## src/rtl/mem_access_unit.sv

```systemverilog
// Load/store controller for a byte-lane, word-addressed data memory; sub-word stores are read-modify-write.
// Optional macro MAU_MISALIGN_CHECK_EN: reject half/word accesses whose low address bits are not aligned.
module mem_access_unit #(
    parameter logic [31:0] START       = 32'd0,
    parameter logic [31:0] TOP         = 32'd65535,
    parameter int          MEM_LATENCY = 1
) (
    input  logic        clk,
    input  logic        rst_b,
    input  logic        req,
    output logic        ready,
    input  logic        is_store,
    input  logic [1:0]  size,
    input  logic        is_signed,
    input  logic [31:0] addr,
    input  logic [31:0] wdata,
    output logic [31:0] rdata,
    output logic        done,
    output logic        err,
    output logic [31:0] mem_addr,
    output logic [7:0]  mem_wdata [0:3],
    output logic        mem_we,
    input  logic [7:0]  mem_rdata [0:3]
);

    localparam logic [1:0] S_IDLE    = 2'd0;
    localparam logic [1:0] S_RD_WAIT = 2'd1;
    localparam logic [1:0] S_WRITE   = 2'd2;
    localparam logic [1:0] S_DONE    = 2'd3;

    localparam logic [1:0]  SZ_BYTE   = 2'd0;
    localparam logic [1:0]  SZ_HALF   = 2'd1;
    localparam logic [1:0]  SZ_WORD   = 2'd2;
    localparam logic [1:0]  SZ_RSVD   = 2'd3;
    localparam logic [32:0] START_W   = {1'b0, START};
    localparam logic [32:0] TOP_W     = {1'b0, TOP};
    localparam logic [15:0] WAIT_LAST = 16'(MEM_LATENCY - 1);

    logic [1:0]  state;
    logic [15:0] wait_cnt;
    logic        err_q;
    logic        accept;
    logic        acc_err;
    logic [31:0] rd_word;
    logic [31:0] merged;
    logic [31:0] loaded;

    // Transaction fields captured at acceptance; only meaningful while busy.
    logic        st_store;
    logic [1:0]  st_size;
    logic        st_signed;
    logic [1:0]  st_off;
    logic [15:0] st_wdata;

    // Sub-word load: pick the addressed lane(s) and zero- or sign-extend.
    function automatic logic [31:0] load_extract(input logic [31:0] w, input logic [1:0] sz,
                                                 input logic [1:0] off, input logic sgn);
        logic [7:0]  b;
        logic [15:0] h;
        logic [31:0] r;
        case (off)
            2'd0:    b = w[7:0];
            2'd1:    b = w[15:8];
            2'd2:    b = w[23:16];
            default: b = w[31:24];
        endcase
        h = off[1] ? w[31:16] : w[15:0];
        case (sz)
            SZ_BYTE: r = {{24{sgn & b[7]}}, b};
            SZ_HALF: r = {{16{sgn & h[15]}}, h};
            default: r = w;
        endcase
        return r;
    endfunction

    // Sub-word store: overlay the new byte/half onto the word just read.
    function automatic logic [31:0] store_merge(input logic [31:0] w, input logic [1:0] sz,
                                                input logic [1:0] off, input logic [15:0] d);
        logic [31:0] r;
        r = w;
        if (sz == SZ_BYTE) begin
            case (off)
                2'd0:    r[7:0]   = d[7:0];
                2'd1:    r[15:8]  = d[7:0];
                2'd2:    r[23:16] = d[7:0];
                default: r[31:24] = d[7:0];
            endcase
        end else if (sz == SZ_HALF) begin
            if (off[1]) r[31:16] = d;
            else        r[15:0]  = d;
        end
        return r;
    endfunction

    assign ready   = (state == S_IDLE);
    assign accept  = ready && req;
    assign done    = (state == S_DONE);
    assign err     = done && err_q;
    // Decoded from state so an asynchronous reset removes the write strobe at once.
    assign mem_we  = (state == S_WRITE);
    assign rd_word = {mem_rdata[3], mem_rdata[2], mem_rdata[1], mem_rdata[0]};
    assign merged  = store_merge(rd_word, st_size, st_off, st_wdata);
    assign loaded  = load_extract(rd_word, st_size, st_off, st_signed);

    always_comb begin
        acc_err = (size == SZ_RSVD)
               || (({1'b0, addr} + 33'd1) <= START_W)
               || (({1'b0, addr} + 33'd3) > TOP_W);
`ifdef MAU_MISALIGN_CHECK_EN
        if ((size == SZ_HALF && addr[0]) || (size == SZ_WORD && addr[1:0] != 2'b00))
            acc_err = 1'b1;
`endif
    end

    always_ff @(posedge clk) begin
        if (accept) begin
            st_store  <= is_store;
            st_size   <= size;
            st_signed <= is_signed;
            st_off    <= addr[1:0];
            st_wdata  <= wdata[15:0];
        end
    end

    always_ff @(posedge clk or negedge rst_b) begin
        if (!rst_b) begin
            state    <= S_IDLE;
            wait_cnt <= '0;
            err_q    <= 1'b0;
            rdata    <= '0;
            mem_addr <= '0;
            for (int i = 0; i < 4; i++) mem_wdata[i] <= '0;
        end else begin
            case (state)
                S_IDLE: begin
                    if (req) begin
                        mem_addr <= {addr[31:2], 2'b00};
                        wait_cnt <= '0;
                        err_q    <= acc_err;
                        if (acc_err) begin
                            state <= S_DONE;
                        end else if (is_store && size == SZ_WORD) begin
                            for (int i = 0; i < 4; i++) mem_wdata[i] <= wdata[8*i +: 8];
                            state <= S_WRITE;
                        end else begin
                            state <= S_RD_WAIT;
                        end
                    end
                end
                S_RD_WAIT: begin
                    if (wait_cnt == WAIT_LAST) begin
                        if (st_store) begin
                            for (int i = 0; i < 4; i++) mem_wdata[i] <= merged[8*i +: 8];
                            state <= S_WRITE;
                        end else begin
                            rdata <= loaded;
                            state <= S_DONE;
                        end
                    end else begin
                        wait_cnt <= wait_cnt + 16'd1;
                    end
                end
                S_WRITE: state <= S_DONE;
                default: state <= S_IDLE;
            endcase
        end
    end

endmodule

```

## config.mk

```make
export PLATFORM = sky130hd
export DESIGN_NAME = mem_access_unit
export DESIGN_NICKNAME = d
export VERILOG_FILES = /design/src/rtl/mem_access_unit.sv
export SDC_FILE = /design/constraint.sdc
export NUM_CORES = 1
export LEC_CHECK = 0
export ABC_CLOCK_PERIOD_IN_PS = 3390
export BUFFER_PORTS_ARGS = -buffer_cell sky130_fd_sc_hd__buf_4
export CAP_MARGIN = 20
export CORE_MARGIN = 10
export CORE_UTILIZATION = 54
export CTS_CLUSTER_DIAMETER = 150
export DETAILED_ROUTE_END_ITERATION = 16
export GPL_ROUTABILITY_DRIVEN = 0
export GPL_TIMING_DRIVEN = 0
export PLACE_DENSITY_LB_ADDON = 0.25
export SLEW_MARGIN = 20
export SYNTH_ARGS = -nofsm -noshare
export SYNTH_HDL_FRONTEND = slang
export SYNTH_SLANG_ARGS = --single-unit
```

## constraint.sdc

```tcl
create_clock -name clk -period 3.39 [get_ports clk]
set_input_delay 0.5085 -clock clk [delete_from_list [all_inputs] [get_ports clk]]
set_output_delay 0.5085 -clock clk [all_outputs]
set_load 0.005 [all_outputs]
```

# After elaboration in Yosys (flattened, before gate mapping)
# Cells that the tools add are included.
# Widths: inputs -> output; s select.
dict set report op_classes {
  order_cmp 2
  muxes 26
  n_addsub 3
  n_eq_ne 14
  n_reduce_logical 16
  bitwise 3
}
# cell count
set op_table {}
lappend op_table {{$mux 32} 7}
lappend op_table {{$pmux 32 s2} 2}
lappend op_table {{$mux 16} 5}
lappend op_table {{$add 32x1->33 const B} 1}
lappend op_table {{$add 32x2->33 const B} 1}
lappend op_table {{$gt 33x16->1 const B} 1}
lappend op_table {{$le 33x1->1 const B} 1}
lappend op_table {{$mux 8} 4}
lappend op_table {{$pmux 16 s2} 1}
lappend op_table {{$pmux 8 s3} 1}
lappend op_table {{$add 16x1->16 const B} 1}
lappend op_table {{$logic_not 16->1} 1}
lappend op_table {{$eq 2x2->1 const B} 5}
lappend op_table {{$ne 2x2->1 const B} 5}
lappend op_table {{$mux 2} 4}
lappend op_table {{$eq 2x1->1 const B} 3}
lappend op_table {{$logic_not 2->1} 3}
lappend op_table {{$pmux 2 s3} 1}
lappend op_table {{$reduce_and 3->1} 2}
lappend op_table {{$reduce_and 6->1} 1}
lappend op_table {{$reduce_and 2->1} 2}
lappend op_table {{$logic_and 1x1->1} 3}
lappend op_table {{$reduce_or 3->1} 1}
lappend op_table {{$and 1x1->1} 2}
lappend op_table {{other kinds (5)} 6}
dict set report totals {
  out_inout_bits 100
  elab_cells 78
  reg_bits 135
  input_bits 103
}

# Longest topological paths before layout
dict set report depth {
  depth_word 7
  ltp_mapped 12
  mapped_depth_nobuf 11
}

# Least setup slack after synthesis
# OpenSTA, ideal clock, no wires.
dict set report synth_path {
  kind {in2reg}
  start {in addr[18]}
  end {reg mem_wdata[0] (netlist name)}
  t_arrival_ns 3.059
  stages 11
  path_slack_ns 0.206
  required_time_ns 3.265
  path_buffers 2
  setup_ns 0.125
  cell_sequence {clkbuf_1 -> nand4_1 -> nor4_1 -> xnor2_1 -> a31oi_1 -> or4_1 -> nor4_2 -> o31ai_2 -> o2111ai_2 -> buf_6 -> mux2_4}
}
dict set report synth_via {
  elab_chain_len 6
  elab_cells_between_ends 8
  classes_between {add/sub: 2; order compare: 2; eq/ne: 1; reduce/logical: 3}
}
# element line
set synth_rtl {}
lappend synth_rtl {{from (decl)} 15} ;# input logic [31:0] addr,
lappend synth_rtl {{$add 32x1->33} 107} ;# || (({1'b0, addr} + 33'd1) <= START_W)
lappend synth_rtl {{$le 33x1->1} 107}
lappend synth_rtl {{$logic_or 1x1->1} 107}
lappend synth_rtl {{$logic_or 1x1->1 (*)} 108} ;# || (({1'b0, addr} + 33'd3) > TOP_W);
lappend synth_rtl {{$ne 2x2->1 (no source line) (*)} n/a}
lappend synth_rtl {{$reduce_and 6->1 (no source line) (*)} n/a}
lappend synth_rtl {{to (decl)} 21} ;# output logic [7:0] mem_wdata [0:3],
# Mark *: on every way between the ends. The rest lies on a longest branch, timed or not.
# A chain may end at the register's enable or synchronous reset.

# Worst setup path in the final report
dict set report layout_path {
  start {in addr[21]}
  end {reg mem_wdata[31] (netlist name)}
}
# Same word-level chain as after synthesis.

==> out/results.tsv <==
stage	metric	value	unit
flow_run	cap_violations	0	
synth	ys.flop_type	dfrtp_1	
finish	layout-drive-gt1-share	31.6	%
die	row_count	44	
die	coreArea	14400	sq um
worst_setup_path	rr_startpoint	wait_cnt[0]$_DFFE_PN0P_	
sta	grt_setup_unrepaired	false	
global_routing	grt_pass1_wl	40100	um
sta	maxSlewViolCount	0	
power	leakage	4.67	nW
sta	worstMarginPinSlew	0.936	ns
detailed_routing	wl_per_cell	21.5	um
synth	async_flop_share	83.7	%
finish	syn2layout_area_growth	29.9	%
sta	relSlewSlack	37.2	%
synth	synth_top_family_by_area	simple AND/OR/NAND/NOR gates	
clocking	cts-buffers-inserted	17	
clocking	htree_num_levels	4	
global_routing	grt_overflow	0	
clocking	clock_sinks	135	
sta	fin_tns_setup	0	ns
placement	place_inst	1169	
worst_setup_path	worstPathCellList	buf_4 > clkbuf_1 > nand4_1 > nor3_1 > nand3_1 > xor2_1 > o21ai_0 > nor4_4 > o31ai_4 > o2111ai_4 > buf_6 > mux2_4	
synth	synthXorXnorAreaFrac	3.65	%
run_status	status	complete, no violations	
detailed_routing	drt_first_pass_iters	6	
worst_setup_path	cp-end-kind	flip-flop	
global_routing	grt_pass1_vias	7389	
detailed_routing	drc_errors	0	
worst_setup_path	cpPeakStageDelay	0.50	ns
detailed_routing	antenna_left	0	
die	pin_count	203	
global_routing	antenna_found_initial	0	
sta	report.final.hold_viol_count	0	
die	start_util	54.9	%
worst_setup_path	crit_family	simple AND/OR/NAND/NOR gates	
synth	syn_area	7920	sq um
synth	synthMuxAreaShare	13.3	%
sta	fin_crit_sh	96.3	%
detailed_routing	wirelength	26000	um
finish	final_area	10300	sq um
global_routing	grt_usage	25.2	%
synth	postSynthAreaPerCell	9.85	sq um
synth	synthAdderAreaFrac	1.42	%
power	p_total	0.00391	W
detailed_routing	via_count	7368	
placement	port_buffers	179	
clocking	path_clk_slew	0.06	ns
synth	synth_edf_count	22	
synth	yosys.area.top_type_share	35.7	%
power	p_per_area	381	nW/um^2
finish	n_antenna_cell	0	
sta	fmax	0.306	GHz
die	die_x	141	um
clocking	cts_tree	yes	
die	die_area	19900	sq um
clocking	clock_latency	0.43	ns
synth	yosys.area_share.simple	17.6	%
synth	synthTopCellsByCount	113 x dfrtp_1, 94 x nor2_1, 51 x a21oi_1, 51 x nand2_1, 40 x o21ai_0	
worst_setup_path	arrival	3.58	ns
worst_setup_path	crit_path_max_fanout	10	
synth	post-synth-top-area-cell	dfrtp_1	
hold_path	worstHoldPathType	in2async	
synth	yosysMostFrequentCell	dfrtp_1	
placement	dp_hpwl	19400	um
placement	place_area	9530	sq um
sta	setup_violations	0	
power	ir_drop	0.000330	V
synth	synthCells	804	
sta	fin_crit	3.26	ns
finish	instances_no_fill	1211	
detailed_routing	viasPerCell	6.08	
finish	layout.nets	1126	
global_routing	grt_max_degree	69	
synth	synthTopCellsByArea	dfrtp_1 36%, edfxtp_1 8.3%, mux2_4 5.7%	
clocking	max-clock-path-buffers	2	
synth	yosysWarnings	0	
synth	ys_types	68	
worst_setup_path	crit_path_start	addr[21]	
worst_setup_path	cp.required	3.70	ns
die	dieHeight	141	um
synth	synth-compound-area-share	15.1	%
detailed_routing	drt_iter0_drc	784	
synth	ys_seq_area_share	44.1	%
worst_setup_path	worstSetupPathType	in2reg	
synth	ys_ff_latch	135	
sta	skew	0.0122	ns
worst_setup_path	path_buf_inv	3	
clocking	cts_root_buf	clkbuf_16	
worst_setup_path	cp_slowest_cell	nor3_1	
worst_setup_path	cp-start-kind	primary input	
sta	holdWs	0.00414	ns
## power breakdown
group / switching, W / internal [W]
clock network: 0.000736 / 0.00121
registers: 0 / 0.00165
logic: 0.000187 / 0.000135
total: 0.000922 / 0.00299
## placed cells by master, fill, tap and decap left out, types with 9 or more instances in the layout
cell and n:
nand2_1 51, nand3_1 28, clkbuf_2 10, nor3_1 15, edfxtp_1 22, nor2_1 94
o22a_1 16, xor2_1 21, mux2_4 30, o211ai_1 18, a21oi_1 51, clkbuf_1 33
o21ai_0 40, nand4_1 20, mux2_2 34, nor4_1 14, xnor2_1 12, buf_4 190
clkbuf_16 18, buf_2 10, inv_1 31, dfrtp_1 113, ha_1 9, mux2i_1 20
## sequential cells by signal, indices dropped and copies added (netlist names)
signal	flops
rdata	32
st_store	1
st_off	2
wait_cnt	16
mem_wdata	32
mem_addr	30
st_size	2
state	2
st_wdata	16
err_q	1
st_signed	1
## per-layer routing
layer	GRT usage [%]	share of wire, %
met1	30.7	39
met2	40.0	48
met3	8.30	9.8
met4	10.3	3.1
met5	0	0
## through the flow
step,setup WS [ns],util (%)
after floorplan,0.206,-
after global placement,-0.409,65.8
after detailed placement,-0.429,66.0
after CTS,0.00588,70.5
after global routing,0.0276,71.3
final,0.126,71.3
## path summary, 6_finish.rpt
kind / end / slack [ns] / cells past startpoint
max: mem_wdata[31]$_DFFE_PN0P_ / 0.13 / 12
min: wait_cnt[11]$_DFFE_PN0P_ / 0.004 / 1
max reg2reg: mem_wdata[31]$_DFFE_PN0P_ / 0.35 / 8
min reg2reg: err_q$_DFFE_PN0P_ / 0.48 / 2
max in group asynchronous: mem_wdata[20]$_DFFE_PN0P_ / 2.69 / 2
min in group clk: st_wdata[2]$_DFFE_PP_ / 0.26 / 1
## cell type report
class                   instances  area (sq um)
fillers                      1145          4140
multi-input cells             581          4100
flip-flops and latches        135          3490
repair buffers                190          1450
clock buffers                  23           509
plain buffers                  58           273
well taps                     184           230
inverters                      31           116
clock inverters                 9           113
## cell families after synthesis
kind of cell | after synthesis
AO/OA/AOI/OAI | 178
AND/OR/NAND/NOR | 274
flip-flops | 135
multiplexers | 85
buffers and inverters | 89
XOR/XNOR | 33
other | 1
adder cells (fa/ha/maj) | 9
## timing repair
action	CTS	global route
hold buffers	0	0
resized for setup	1	19
pin swaps	1	5
setup endpoints to repair	30	32
setup buffers	2	8
## worst reg2reg max path, stage by stage, from the launching register on
cell and delay (ns):
dfrtp_1 0.43, inv_1 0.11, ha_1 0.16, nor3b_1 0.19
nand4_1 0.40, a21oi_1 0.70, o2111ai_4 0.34, buf_6 0.27
mux2_4 0.31
Power figures use the tool's default switching activity.
